==> config.mk <==
export PLATFORM = sky130hd
export DESIGN_NAME = alu_seq
export DESIGN_NICKNAME = d
export VERILOG_FILES = /design/src/rtl/alu_seq.sv
export SDC_FILE = /design/constraint.sdc
export NUM_CORES = 1
export LEC_CHECK = 0
export BUFFER_PORTS_ARGS = -buffer_cell sky130_fd_sc_hd__buf_2
export CAP_MARGIN = 20
export CORE_MARGIN = 4
export CORE_UTILIZATION = 38
export CTS_CLUSTER_SIZE = 8
export DETAILED_ROUTE_END_ITERATION = 12
export PLACE_DENSITY = 0.58
export SKIP_CTS_REPAIR_TIMING = 1
export SLEW_MARGIN = 20
export SYNTH_ARGS = -nofsm -noshare
export SYNTH_HDL_FRONTEND = slang
export SYNTH_SLANG_ARGS = --single-unit
==> constraint.sdc <==
create_clock -name clk -period 4.6 [get_ports clk]
set_input_delay 0.92 -clock clk [delete_from_list [all_inputs] [get_ports clk]]
set_output_delay 0.92 -clock clk [all_outputs]
set_load 0.005 [all_outputs]
==> src/rtl/alu_seq.sv <==
// alu_seq: single-cycle ALU with valid/ready handshake; defining ALU_SEQ_MUL_EN adds a
// multi-cycle radix-2 shift-add multiplier, otherwise MUL returns zero in one cycle.
module alu_seq #(
  parameter int WIDTH = 32,
  localparam int SHAMT_W = $clog2(WIDTH)
) (
  input  logic             clk,
  input  logic             rst_n,
  input  logic             in_valid,
  output logic             in_ready,
  input  logic [3:0]       opcode,
  input  logic [WIDTH-1:0] operand1,
  input  logic [WIDTH-1:0] operand2,
  output logic             out_valid,
  input  logic             out_ready,
  output logic [WIDTH-1:0] result,
  output logic [WIDTH-1:0] result_hi,
  output logic             carry_out,
  output logic             zero,
  output logic             busy
);
  logic accept, load, idle, ld_c, alu_c;
  logic [WIDTH-1:0] alu_r, ld_r, ld_hi;
  logic [SHAMT_W-1:0] shamt;
  logic out_valid_q, out_valid_d, carry_q, carry_d, zero_q, zero_d;
  logic [WIDTH-1:0] result_q, result_d, result_hi_q, result_hi_d;
  assign shamt = operand2[SHAMT_W-1:0];
  always_comb begin
    alu_c = 1'b0;
    alu_r = '0;
    case (opcode)
      4'd0:         {alu_c, alu_r} = {1'b0, operand1} + {1'b0, operand2};
      4'd1:         {alu_c, alu_r} = {1'b0, operand1} - {1'b0, operand2};
      4'd3:         {alu_c, alu_r} = {1'b0, operand1} + (WIDTH+1)'(1);
      4'd4:         {alu_c, alu_r} = {1'b0, operand1} - (WIDTH+1)'(1);
      4'd5:         alu_r = operand1 & operand2;
      4'd6:         alu_r = operand1 | operand2;
      4'd7:         alu_r = ~operand1;
      4'd8:         alu_r = ~(operand1 & operand2);
      4'd9:         alu_r = ~(operand1 | operand2);
      4'd10:        alu_r = operand1 ^ operand2;
      4'd11:        alu_r = ~(operand1 ^ operand2);
      4'd12:        alu_r = $signed(operand1) >>> shamt;
      4'd13, 4'd15: alu_r = operand1 << shamt;
      4'd14:        alu_r = operand1 >> shamt;
      default:      alu_r = '0;
    endcase
  end
`ifdef ALU_SEQ_MUL_EN
  typedef enum logic {IDLE, MULT} state_t;
  state_t state_q, state_d;
  logic [SHAMT_W-1:0] cnt_q, cnt_d;
  logic [WIDTH-1:0] mcand_q, mcand_d;
  logic [2*WIDTH-1:0] prod_q, prod_d, prod_step;
  logic [WIDTH:0] psum;
  logic mul_start, mul_done;
  assign mul_start = accept && opcode == 4'd2;
  assign busy = state_q == MULT;
  assign idle = state_q == IDLE;
  assign mul_done = busy && cnt_q == SHAMT_W'(WIDTH - 1);
  // multiplier sits in the low half and retires one bit per step as the sum shifts in on top
  assign psum = {1'b0, prod_q[2*WIDTH-1:WIDTH]} + {1'b0, mcand_q & {WIDTH{prod_q[0]}}};
  assign prod_step = {psum, prod_q[WIDTH-1:1]};
  always_comb begin
    state_d = state_q;
    cnt_d = cnt_q;
    mcand_d = mcand_q;
    prod_d = prod_q;
    if (mul_start) begin
      state_d = MULT;
      cnt_d = '0;
      mcand_d = operand1;
      prod_d = {{WIDTH{1'b0}}, operand2};
    end else if (busy) begin
      prod_d = prod_step;
      cnt_d = mul_done ? '0 : cnt_q + SHAMT_W'(1);
      state_d = mul_done ? IDLE : MULT;
    end
  end
  assign load = (accept && !mul_start) || mul_done;
  assign ld_r = mul_done ? prod_step[WIDTH-1:0] : alu_r;
  assign ld_hi = mul_done ? prod_step[2*WIDTH-1:WIDTH] : '0;
  assign ld_c = !mul_done && alu_c;
`else
  assign busy = 1'b0;
  assign idle = 1'b1;
  assign load = accept;
  assign ld_r = alu_r;
  assign ld_hi = '0;
  assign ld_c = alu_c;
`endif
  assign in_ready = rst_n && idle && (!out_valid_q || out_ready);
  assign accept = in_valid && in_ready;
  always_comb begin
    out_valid_d = load || (out_valid_q && !out_ready);
    result_d = load ? ld_r : result_q;
    result_hi_d = load ? ld_hi : result_hi_q;
    carry_d = load ? ld_c : carry_q;
    zero_d = load ? ({ld_hi, ld_r} == '0) : zero_q;
  end
  always_ff @(posedge clk) begin
    if (!rst_n) begin
      out_valid_q <= 1'b0;
      result_q <= '0;
      result_hi_q <= '0;
      carry_q <= 1'b0;
      zero_q <= 1'b0;
`ifdef ALU_SEQ_MUL_EN
      state_q <= IDLE;
      cnt_q <= '0;
      mcand_q <= '0;
      prod_q <= '0;
`endif
    end else begin
      out_valid_q <= out_valid_d;
      result_q <= result_d;
      result_hi_q <= result_hi_d;
      carry_q <= carry_d;
      zero_q <= zero_d;
`ifdef ALU_SEQ_MUL_EN
      state_q <= state_d;
      cnt_q <= cnt_d;
      mcand_q <= mcand_d;
      prod_q <= prod_d;
`endif
    end
  end
  assign out_valid = out_valid_q;
  assign result = result_q;
  assign result_hi = result_hi_q;
  assign carry_out = carry_q;
  assign zero = zero_q;
endmodule

[Word level (Yosys, flattened, before mapping)]
Cells that the tools add are included.
Word-level totals
  register bits after elaboration: 35
  logic and storage cells: 44
  output and inout bits: 69
  bits of input ports: 72
Operators by class
  shift operators: 3
  eq/ne operators: 14
  add/subtract/negate cells: 4
  reduce and logical (&&, ||, !) cells: 10
  mux-type cells: 2
  bitwise gates (word level): 7
Operators by type and width (count)
  $pmux 32 s14: 1
  $not 32->32: 4
  $logic_not 64->1: 1
  $add 32x1->33 const B: 1
  $add 32x32->33: 1
  $sub 32x1->33 const B: 1
  $sub 32x32->33: 1
  $and 32x32->32: 1
  $eq 4x4->1 const B: 8
  $or 32x32->32: 1
  $shl 32x5->32: 1
  $shr 32x5->32: 1
  $sshr 32x5->32: 1
  $xor 32x32->32: 1
  $eq 4x3->1 const B: 4
  $eq 4x1->1 const B: 1
  $eq 4x2->1 const B: 1
  $logic_not 4->1: 1
  $pmux 1 s4: 1
  $logic_and 1x1->1: 3
  $logic_not 1->1: 2
  $logic_or 1x1->1: 2
  $reduce_or 2->1: 1

[Depth between registers and ports, before layout]
Gate-level depths: netlist of run 1.
  depth in word-level cells: 5
  mapped depth: 18
  gate-level depth less buffers: 15

[Worst setup path after synthesis of run 1]
Ideal clock, no wire load.
  path type: input port to flip-flop
  from: input port operand2[2]
  to: register zero_q (netlist: zero)
  required time: 4.504 ns
  slack: -0.335 ns
  buffers on the path: 5
  setup time: 0.096 ns
  arrival time: 4.840 ns
  stages: 17
  cells stage by stage: buf_2 buf_4 buf_4 inv_2 clkbuf_1 clkbuf_1 ha_1 and3_1 a221o_1 o31ai_1 a32oi_1 a31oi_1 o221ai_1 a211o_1 nor4_1 nand4_1 o41ai_2
On the way
  cells in the longest elaborated chain, start to end: 4
  elaborated cells between the ends (all ways): 13
  those cells by class: add/sub: 2; shift: 3; mux: 1; bitwise: 6; reduce/logical: 1
RTL lines
  start, declared: RTL line 13  | input logic [WIDTH-1:0] operand2,
  parallel branches: the longest is 2 deep, another holds $sub 32x32->33
  $pmux 32 s14 (*): RTL line 31  | case (opcode)
  $logic_not 64->1 (*): RTL line 99  | zero_d = load ? ({ld_hi, ld_r} == '0) : zero_q;
  end signal, assigned: RTL line 119  | zero_q <= zero_d;
  end, declared: RTL line 25  | logic out_valid_q, out_valid_d, carry_q, carry_d, zero_q, zero_d;
Every way passes the cells marked *.
A chain may end at the register's enable or synchronous reset.

[Worst setup path in the final report of run 1]
  from: input port operand1[17]
  to: register zero_q (netlist: zero)
On the way
  cells in the longest elaborated chain, start to end: 4
  elaborated cells between the ends (all ways): 16
  those cells by class: add/sub: 4; shift: 3; mux: 1; bitwise: 7; reduce/logical: 1
RTL lines
  start, declared: RTL line 12  | input logic [WIDTH-1:0] operand1,
  parallel branches: the longest is 2 deep, another holds $sub 32x1->33
  $pmux 32 s14 (*): RTL line 31
  $logic_not 64->1 (*): RTL line 99
Marked as above.

==> results.py, run 1 <==
metrics = {
    "logic_synthesis": {
        "synthCells": 2077,
        "synth_mux_area_share_pct": 16.4,
        "synth-adder-area-share_pct": 8.88,
        "synth_ff_type": "dfxtp_1",
        "synthDistinctLibCells": 113,
        "synth-seq-area-share_pct": 4.73,
        "synth-xor-area-share_pct": 3.61,
        "synth-simple-area-share_pct": 23.0,
        "synth_top_family_by_area": "compound AO/OA/AOI/OAI gates",
        "syn_area_mm2": 0.0148,
        "ys_ff_latch": 35,
        "synth_compound_area_share_pct": 32.6,
        "syn_area_per_cell_um2": 7.13,
        "async_flop_share_pct": 0,
        "synth-edff-count": 0,
        "yosys_warnings": 0,
    },
    "layout": {
        "layout_common_cells": "362 x buf_4, 150 x nor2_1, 135 x nand2_1, 126 x a21oi_1, 111 x o21ai_0",
        "nets": 2530,
        "drive_gt1_share_pct": 28.2,
        "final_common_cell": "buf_4",
        "area_growth_pct": 24.1,
    },
    "power_and_ir_drop": {
        "power.share.sequential_pct": 11.9,
        "p_per_area_mw_per_mm2": 161,
        "intPower_mw": 1.49,
        "p_switching_mw": 1.48,
        "leakagePower_nw": 7.85,
        "irDropWorstVdd_mv": 0.145,
        "pwr-share-comb_pct": 75.8,
        "p_clk_share_pct": 12.3,
        "power_switching_share_pct": 49.8,
    },
    "sta": {
        "grt_setup_unrepaired": "no",
        "hold_viol": 0,
        "min_period_ps": 4470,
        "setup_violations": 0,
        "whs_ps": 452,
        "fin_skew_ps": 4.62,
        "worst_slack_ps": 133,
        "tightest_slew_ps": 1220,
        "slew_headroom_pct": 18.1,
        "finalCritPeriodShare_pct": 97.1,
        "slew_violations": 0,
        "fmax_mhz": 224,
    },
    "floorplanning": {
        "start_util_pct": 38.3,
        "core_area_mm2": 0.0386,
        "row_count": 72,
        "die_y_um": 205,
        "die_w_um": 205,
        "die-area_mm2": 0.0422,
        "ioPinCount": 141,
    },
    "critical_path": {
        "path_cells": "buf_2 > inv_1 > ha_1 > nand3_1 > nor3_1 > buf_4 > o2111ai_2 > and4_1 > o31ai_1 > o211ai_1 > a21oi_1 > o21ba_1 > and4_1 > nand4_1 > o41ai_2",
        "path_max_fanout": 14,
        "worstSetupStartpointType": "input port",
        "slowest_stage": "o31ai_1",
        "worstPathRequired_ps": 4790,
        "worst_path_most_repeated_cell": "and4_1",
        "cp_top_family": "compound AO/OA/AOI/OAI gates",
        "cp-end-kind": "register",
        "critical_path.max_stage_delay_ps": 440,
        "critPathKind": "input port to register",
        "arrival_ps": 4650,
        "path_buf_inv": 3,
    },
    "drt": {
        "wirelength_mm": 83.3,
        "avgViaCountPerCell": 6.66,
        "ant_nets": 0,
        "routedWlPerCell_um": 29.0,
        "drt-initial-drc-count": 2607,
        "vias": 19200,
        "drc_errors": 0,
        "drt-pass1-iter-count": 6,
    },
    "global_routing": {
        "antenna_found_initial": 5,
        "first_global_vias": 18100,
        "grt-ovfl-total": 0,
        "grt_max_degree": 55,
        "grt_pass1_wl_mm": 122,
        "track_usage_pct": 37.9,
    },
    "placement": {
        "pre_cts_ws_ps": -397,
        "gp_congestion": 1.08,
        "dp_hpwl_mm": 67.3,
        "numPortBuffers": 107,
    },
    "clock_tree": {
        "clockRootBuffer": "clkbuf_16",
        "clk_latency_ps": 290,
        "clockBufferDepth": 2,
        "clkTransAtPathRegs_ps": 60,
        "cts_max_level": 2,
        "cts_tree": "yes",
        "cts_sinks": 35,
        "tritoncts.num_buffers": 5,
    },
    "min_path": {
        "hold_path_class": "register to register",
    },
    "run": {
        "max_cap_violations": 0,
    },
    "status": {
        "outcome": "finished, final reports clean",
    },
}
-- synthesized netlist by cell type (all sizes together), types with 42 or more instances --
library cell    n  area (um^2)
nor2          151          574
nand2         136          510
clkbuf        130          488
a21oi         129          646
o21ai         120          604
buf           117          682
inv           106          398
ha            102         1280
nand3          85          430
mux2i          74          741
nor3           60          305
mux4           54         1220
o22ai          47          294
xnor2          47          412
mux2           42          473
-- cells by family (layout without fill, tap and decap cells) --
family	Yosys count	in the layout
AO/OA/AOI/OAI	690	690
XOR/XNOR	61	61
adder cells (fa/ha/maj)	104	104
buffers and inverters	356	602
flip-flops	35	35
multiplexers	170	170
other	1	34
AND/OR/NAND/NOR	660	660
-- final cells by class --
type                            count  area (um^2)
Fill cell                        3946        20300
Multi-Input combinational cell   1718        12800
Timing Repair Buffer              486         3630
Sequential cell                    35          701
Tap cell                          518          648
Inverter                          108          405
Clock buffer                        8          156
Antenna cell                        1         2.50
-- power groups by stage --
stage,Combinational [mW],Sequential (mW),Clock (mW)
2_1_floorplan,1.19,0.361,0
3_3_place_gp,2.15,0.357,0
4_1_cts,2.16,0.352,0.371
6_report,2.25,0.352,0.366
5_1_grt,2.36,0.355,0.387
3_5_place_dp,2.15,0.358,0
-- flip-flops by register name (all words and copies together) (netlist names) --
name	flops
carry_out	1
out_valid	1
result	32
zero	1
-- metal layers --
layer,vias up,global-route usage (%),part of all wire (%)
li1,8417,-,-
met4,8,16.2,5.7
met3,223,6.00,9.7
met1,9213,52.3,41
met2,1294,58.5,43
met5,-,0,0.059
-- path summary, 6_finish.rpt --
path / startpoint / end / slack (ps) / cells after the start
worst min register to register: result[15]$_SDFFE_PN0P_ / result[15]$_SDFFE_PN0P_ / 450 / 2
worst min-delay path: result[15]$_SDFFE_PN0P_ / result[15]$_SDFFE_PN0P_ / 450 / 2
worst max-delay path: operand1[17] / zero$_SDFFE_PN0P_ / 130 / 15
worst max register to register: out_valid$_SDFF_PN0_ / zero$_SDFFE_PN0P_ / 1370 / 13
-- stage by stage --
stage	instances	power (mW)	cell area, um^2	setup TNS (ps)	util, %
after floorplan	2109	1.55	15000	0	-
after global placement	2865	2.50	18100	-419	46.8
after detailed placement	2865	2.50	18100	-397	46.8
after CTS	2873	2.88	18200	-105	47.2
after global routing	2873	3.11	18400	0	47.6
final	2874	2.97	18400	0	47.6
-- tightest hold or removal path: cells and delay by family, from the launching register on --
family,cells,cell delay [ps]
flops,1,300
simple gates,2,110
Note: power is estimated with default switching activity, not from simulation.
==> run 2: changes to the inputs <==
--- a/config.mk
+++ b/config.mk
@@ -9,9 +9,11 @@
 export CAP_MARGIN = 20
 export CORE_MARGIN = 4
 export CORE_UTILIZATION = 38
+export CTS_BUF_LIST = sky130_fd_sc_hd__clkbuf_8
 export CTS_CLUSTER_SIZE = 8
 export DETAILED_ROUTE_END_ITERATION = 12
 export PLACE_DENSITY = 0.58
+export REMOVE_ABC_BUFFERS = 1
 export SKIP_CTS_REPAIR_TIMING = 1
 export SLEW_MARGIN = 20
 export SYNTH_ARGS = -nofsm -noshare
==> constraint.sdc (replaced) <==
create_clock -name clk -period 4.6 [get_ports clk]
set_input_delay 0.46 -clock clk [delete_from_list [all_inputs] [get_ports clk]]
set_output_delay 0.46 -clock clk [all_outputs]
set_load 0.005 [all_outputs]
==> run 2 against run 1 <==
Against the previous run: register-to-register slack got worse by 480 ps; critical endpoint unchanged; flip-flop and latch count unchanged; global-route usage decreased by 1.4 points; critical path type unchanged.
==> results.py, run 2 (synthesis gave the netlist of run 1 again) <==
metrics = {
    "status": {
        "outcome": "finished, final reports clean",
    },
    "clock_tree": {
        "clockRootBuffer": "clkbuf_8",
        "tritoncts.num_buffers": 5,
        "clockBufferDepth": 2,
        "clkTransAtPathRegs_ps": 80,
        "cts_sinks": 35,
        "cts_max_level": 2,
        "cts_tree": "yes",
        "clk_latency_ps": 300,
    },
    "power_and_ir_drop": {
        "power.share.sequential_pct": 13.1,
        "pwr-share-comb_pct": 75.9,
        "total_power_mw": 2.68,
        "power_switching_share_pct": 52.3,
        "irDropWorstVdd_mv": 0.0951,
        "p_switching_mw": 1.40,
        "intPower_mw": 1.28,
        "p_clk_share_pct": 11.0,
        "p_per_area_mw_per_mm2": 159,
        "leakagePower_nw": 6.95,
    },
    "sta": {
        "grt_setup_unrepaired": "no",
        "finalCritPeriodShare_pct": 95.6,
        "fmax_mhz": 227,
        "slew_headroom_pct": 29.9,
        "fin_tns_setup_ps": 0,
        "whs_ps": 407,
        "min_period_ps": 4400,
        "fin_skew_ps": 14.4,
        "tightest_slew_ps": 1050,
        "slew_violations": 0,
        "setup_violations": 0,
        "hold_viol": 0,
    },
    "global_routing": {
        "grt_max_degree": 55,
        "antenna_found_initial": 5,
        "first_global_vias": 17000,
        "grtUsageMet2_pct": 55.8,
        "track_usage_pct": 36.4,
        "grt.busiest_layer": "met2",
        "met1_usage_pct": 50.3,
        "grt-ovfl-total": 0,
        "met3_usage_pct": 6.86,
        "grt_pass1_wl_mm": 117,
    },
    "floorplanning": {
        "start_util_pct": 38.3,
        "row_count": 72,
        "die-area_mm2": 0.0422,
        "ioPinCount": 141,
        "die_y_um": 205,
        "core_area_mm2": 0.0386,
        "die_w_um": 205,
    },
    "critical_path": {
        "worstPathRequired_ps": 4810,
        "path_max_fanout": 39,
        "ff2ff_setup_slack_ps": 890,
        "cp-end-kind": "register",
        "worstSetupStartpointType": "input port",
        "arrival_ps": 4610,
        "critPathKind": "input port to register",
    },
    "placement": {
        "dp_hpwl_mm": 64.2,
        "numPortBuffers": 107,
        "gp_congestion": 1.06,
    },
    "drt": {
        "avgViaCountPerCell": 6.84,
        "ant_nets": 0,
        "drc_errors": 0,
        "routedWlPerCell_um": 29.7,
        "drt-initial-drc-count": 2387,
        "drt-pass1-iter-count": 5,
        "vias": 18500,
        "wirelength_mm": 80.4,
    },
    "layout": {
        "final_common_cell": "buf_4",
        "nFillCells": 4033,
        "nets": 2360,
        "drive_gt1_share_pct": 21.5,
        "area_growth_pct": 13.5,
        "layout_common_cells": "202 x buf_4, 150 x nor2_1, 136 x nand2_1, 128 x a21oi_1, 112 x o21ai_0",
        "largest_register_ffs": 32,
    },
    "min_path": {
        "hold_path_class": "input port to register",
    },
    "run": {
        "max_cap_violations": 0,
    },
}
-- run 2: cell types whose count changed in the layout (fill, tap and decap cells not counted), moves of 2 or more --
| cell | previous run | this run |
|---|---|---|
| clkbuf_16 | 5 | 0 |
| nor4_1 | 19 | 25 |
| clkbuf_8 | 2 | 6 |
| buf_4 | 362 | 202 |
| nor4_2 | 6 | 1 |
| a221oi_2 | 3 | 1 |
| a21oi_2 | 3 | 1 |
| o31ai_2 | 3 | 0 |
| a21oi_1 | 126 | 128 |
| a221oi_1 | 22 | 24 |
| o31ai_1 | 14 | 17 |
| buf_12 | 19 | 10 |
-- run 2: critical path: stages --
cell and delay, ps:
buf_2 200, buf_12 220, inv_2 170, buf_12 200, mux4_2 540, o22ai_1 360, o22ai_1 200, nor4_1 540
and4_1 360, nand3_1 100, nor4_1 330, buf_4 190, and4_1 180, nand4_1 150, o41ai_2 340
-- run 2: metrics by stage --
stage	setup WS (ps)	instance area, um^2	std cells	util, %
floorplan	294	13800	1861	-
detailed placement	38.7	16700	2695	43.2
CTS	340	16800	2703	43.5
finish	203	16800	2704	43.5
global route	32.3	16800	2703	43.5
global placement	109	16700	2695	43.2
-- run 2: cell type report --
type                       instances  area (um^2)  share of cell area (%)
multi-input combinational       1718        12700                    75.5
timing repair buffer             316         2240                    13.3
sequential                        35          701                    4.17
tap                              518          648                    3.86
inverter                         108          405                    2.41
clock buffer                       6         82.6                   0.491
clock inverter                     2         35.0                   0.208
antenna                            1         2.50                  0.0149
-- run 2: worst paths after layout --
kind,startpoint,to,depth (start not counted)
min,in_valid,out_valid$_SDFF_PN0_,3
min reg2reg,result[17]$_SDFFE_PN0P_,result[17]$_SDFFE_PN0P_,2
max,operand2[0],zero$_SDFFE_PN0P_,15
max reg2reg,out_valid$_SDFF_PN0_,zero$_SDFFE_PN0P_,12
-- run 2: power groups by stage --
stage	Combinational (mW)	Clock (mW)	Sequential, mW
6_report	2.03	0.295	0.350
2_1_floorplan	1.02	0	0.361
4_1_cts	1.96	0.304	0.351
5_1_grt	2.14	0.311	0.355
3_3_place_gp	1.94	0	0.356
3_5_place_dp	1.95	0	0.358
-- run 2: metal layers --
layer	vias to the layer above	routed length, um	part of all wire, %
li1	8063	-	-
met1	8935	32900	41
met2	1284	34500	43
met3	220	8780	11
met4	6	4150	5.2
met5	-	33	0.041
==> run 3: changes to the inputs <==
--- a/config.mk
+++ b/config.mk
@@ -7,11 +7,13 @@
 export LEC_CHECK = 0
 export BUFFER_PORTS_ARGS = -buffer_cell sky130_fd_sc_hd__buf_2
 export CAP_MARGIN = 20
+export CORE_ASPECT_RATIO = 0.6
 export CORE_MARGIN = 4
 export CORE_UTILIZATION = 38
 export CTS_BUF_LIST = sky130_fd_sc_hd__clkbuf_8
 export CTS_CLUSTER_SIZE = 8
 export DETAILED_ROUTE_END_ITERATION = 12
+export MAX_ROUTING_LAYER = met4
 export PLACE_DENSITY = 0.58
 export REMOVE_ABC_BUFFERS = 1
 export SKIP_CTS_REPAIR_TIMING = 1
==> run 3 against run 2 <==
Against the previous run: global-route usage up 3.9 points; via count grew 2.9%; clock-buffer cell count stayed put; cell count is 1.4% higher; flip-flop and latch count is the same; register-to-register slack lost 50 ps; combinational power increased by 6%; non-clock buffer count grew 46; wire length increased by 9.4%; maximum frequency fell by 1.5%; critical path depth unchanged; clock power shrank 16%.
==> results.py, run 3 (synthesis gave the netlist of run 1 again) <==
metrics = {
    "status": {
        "outcome": "finished, final reports clean",
    },
    "placement": {
        "placed_cells": 2736,
        "dp_hpwl_mm": 71.6,
        "numPortBuffers": 107,
        "gp_congestion": 1.08,
        "place_area_mm2": 0.0171,
    },
    "layout": {
        "antenna_cells": 0,
        "seq_area_um2": 701,
        "drive_gt1_share_pct": 23.2,
        "multi_input_area_mm2": 0.0127,
        "largest_register_ffs": 32,
        "final_area_mm2": 0.0172,
        "nFillCells": 3938,
        "final_common_cell": "buf_4",
        "nets": 2406,
        "area_growth_pct": 15.7,
        "layout_common_cells": "247 x buf_4, 150 x nor2_1, 136 x nand2_1, 129 x a21oi_1, 112 x o21ai_0",
        "stdcell_count": 2743,
    },
    "sta": {
        "tightest_slew_ps": 1200,
        "fin_skew_ps": 13.1,
        "min_period_ps": 4460,
        "finalCritPeriodShare_pct": 97.0,
        "slew_headroom_pct": 19.8,
        "hold_viol": 0,
        "setup_violations": 0,
        "slew_violations": 0,
        "fmax_mhz": 224,
        "grt_setup_unrepaired": "no",
        "whs_ps": 400,
    },
    "drt": {
        "drc_errors": 0,
        "drt-initial-drc-count": 3133,
        "drt-pass1-iter-count": 6,
        "routedWlPerCell_um": 32.0,
        "wirelength_mm": 87.9,
        "avgViaCountPerCell": 6.94,
        "vias": 19000,
        "ant_nets": 0,
    },
    "clock_tree": {
        "tritoncts.num_buffers": 5,
        "clockBufferDepth": 2,
        "clockRootBuffer": "clkbuf_8",
        "cts_tree": "yes",
        "cts_max_level": 2,
        "clkTransAtPathRegs_ps": 80,
        "clk_latency_ps": 310,
        "cts_sinks": 35,
    },
    "global_routing": {
        "first_global_vias": 17400,
        "grt-ovfl-total": 0,
        "grt_max_degree": 53,
        "grt_pass1_wl_mm": 125,
        "track_usage_pct": 40.3,
        "antenna_found_initial": 0,
    },
    "run": {
        "max_cap_violations": 0,
    },
    "critical_path": {
        "critPathKind": "input port to register",
        "worstPathRequired_ps": 4830,
        "worstSetupStartpointType": "input port",
        "arrival_ps": 4690,
        "cp-end-kind": "register",
        "path_max_fanout": 10,
    },
    "floorplanning": {
        "start_util_pct": 38.9,
        "die_w_um": 263,
        "core_area_mm2": 0.0381,
        "die_y_um": 161,
        "die-area_mm2": 0.0423,
        "ioPinCount": 141,
        "row_count": 55,
    },
    "min_path": {
        "hold_path_class": "input port to register",
    },
    "power_and_ir_drop": {
        "irDropWorstVdd_mv": 0.155,
        "p_per_area_mw_per_mm2": 160,
        "leakagePower_nw": 7.17,
    },
}
==> run 3: cell types whose count changed in the layout (fill, tap and decap cells not counted), sizes merged <==
cell    before  now
bufinv       1    0
diode        1    0
buf        316  362
==> run 3: area by class of cell <==
class | instances | share of cell area, %
clock buffer | 6 | 0.482
inverter | 108 | 2.36
multi-input combinational | 1718 | 74.2
clock inverter | 1 | 0.0292
sequential | 35 | 4.09
tap | 513 | 3.74
timing repair buffer | 362 | 15.1
==> run 3: per-layer routing <==
| metal | track usage [%] | up-vias | share of wire [%] |
|---|---|---|---|
| li1 | - | 8156 | - |
| met5 | - | - | 0 |
| met3 | 15.5 | 139 | 15 |
| met2 | 54.4 | 1440 | 39 |
| met1 | 57.1 | 9310 | 44 |
| met4 | 7.16 | 0 | 2.4 |
==> run 3: worst paths after layout <==
check,from,end,slack [ps],cells past startpoint
hold reg to reg,result[29]$_SDFFE_PN0P_,result[29]$_SDFFE_PN0P_,450,2
hold / removal,in_valid,out_valid$_SDFF_PN0_,400,3
setup reg to reg,out_valid$_SDFF_PN0_,zero$_SDFFE_PN0P_,840,13
setup / recovery,operand1[8],zero$_SDFFE_PN0P_,140,15
==> run 3: power by group <==
group / total, mW / switching [mW] / internal (mW)
combinational: 2.15 / 1.35 / 0.800
clock: 0.247 / 0.129 / 0.118
sequential: 0.351 / 0.0150 / 0.336
total: 2.75 / 1.49 / 1.25
==> run 3: critical path: stages <==
cell	delay, ps
buf_2	260
inv_1	80
ha_1	310
or3_1	450
nor3_1	150
o31ai_1	110
buf_4	160
a211oi_1	790
a21oi_1	340
a32o_1	330
a211oi_1	380
and2_1	180
and4_1	210
nand4_1	140
o41ai_2	330
==> run 3: per-stage QoR <==
stage | power, mW | setup slack, ps | util, % | TNS [ps]
2_1_floorplan | 1.39 | 294 | - | 0
3_3_place_gp | 2.40 | -29.3 | 44.8 | -29.3
3_5_place_dp | 2.40 | 58.1 | 44.8 | 0
4_1_cts | 2.65 | 347 | 45.0 | 0
5_1_grt | 2.86 | 153 | 45.1 | 0
6_report | 2.75 | 137 | 45.1 | 0
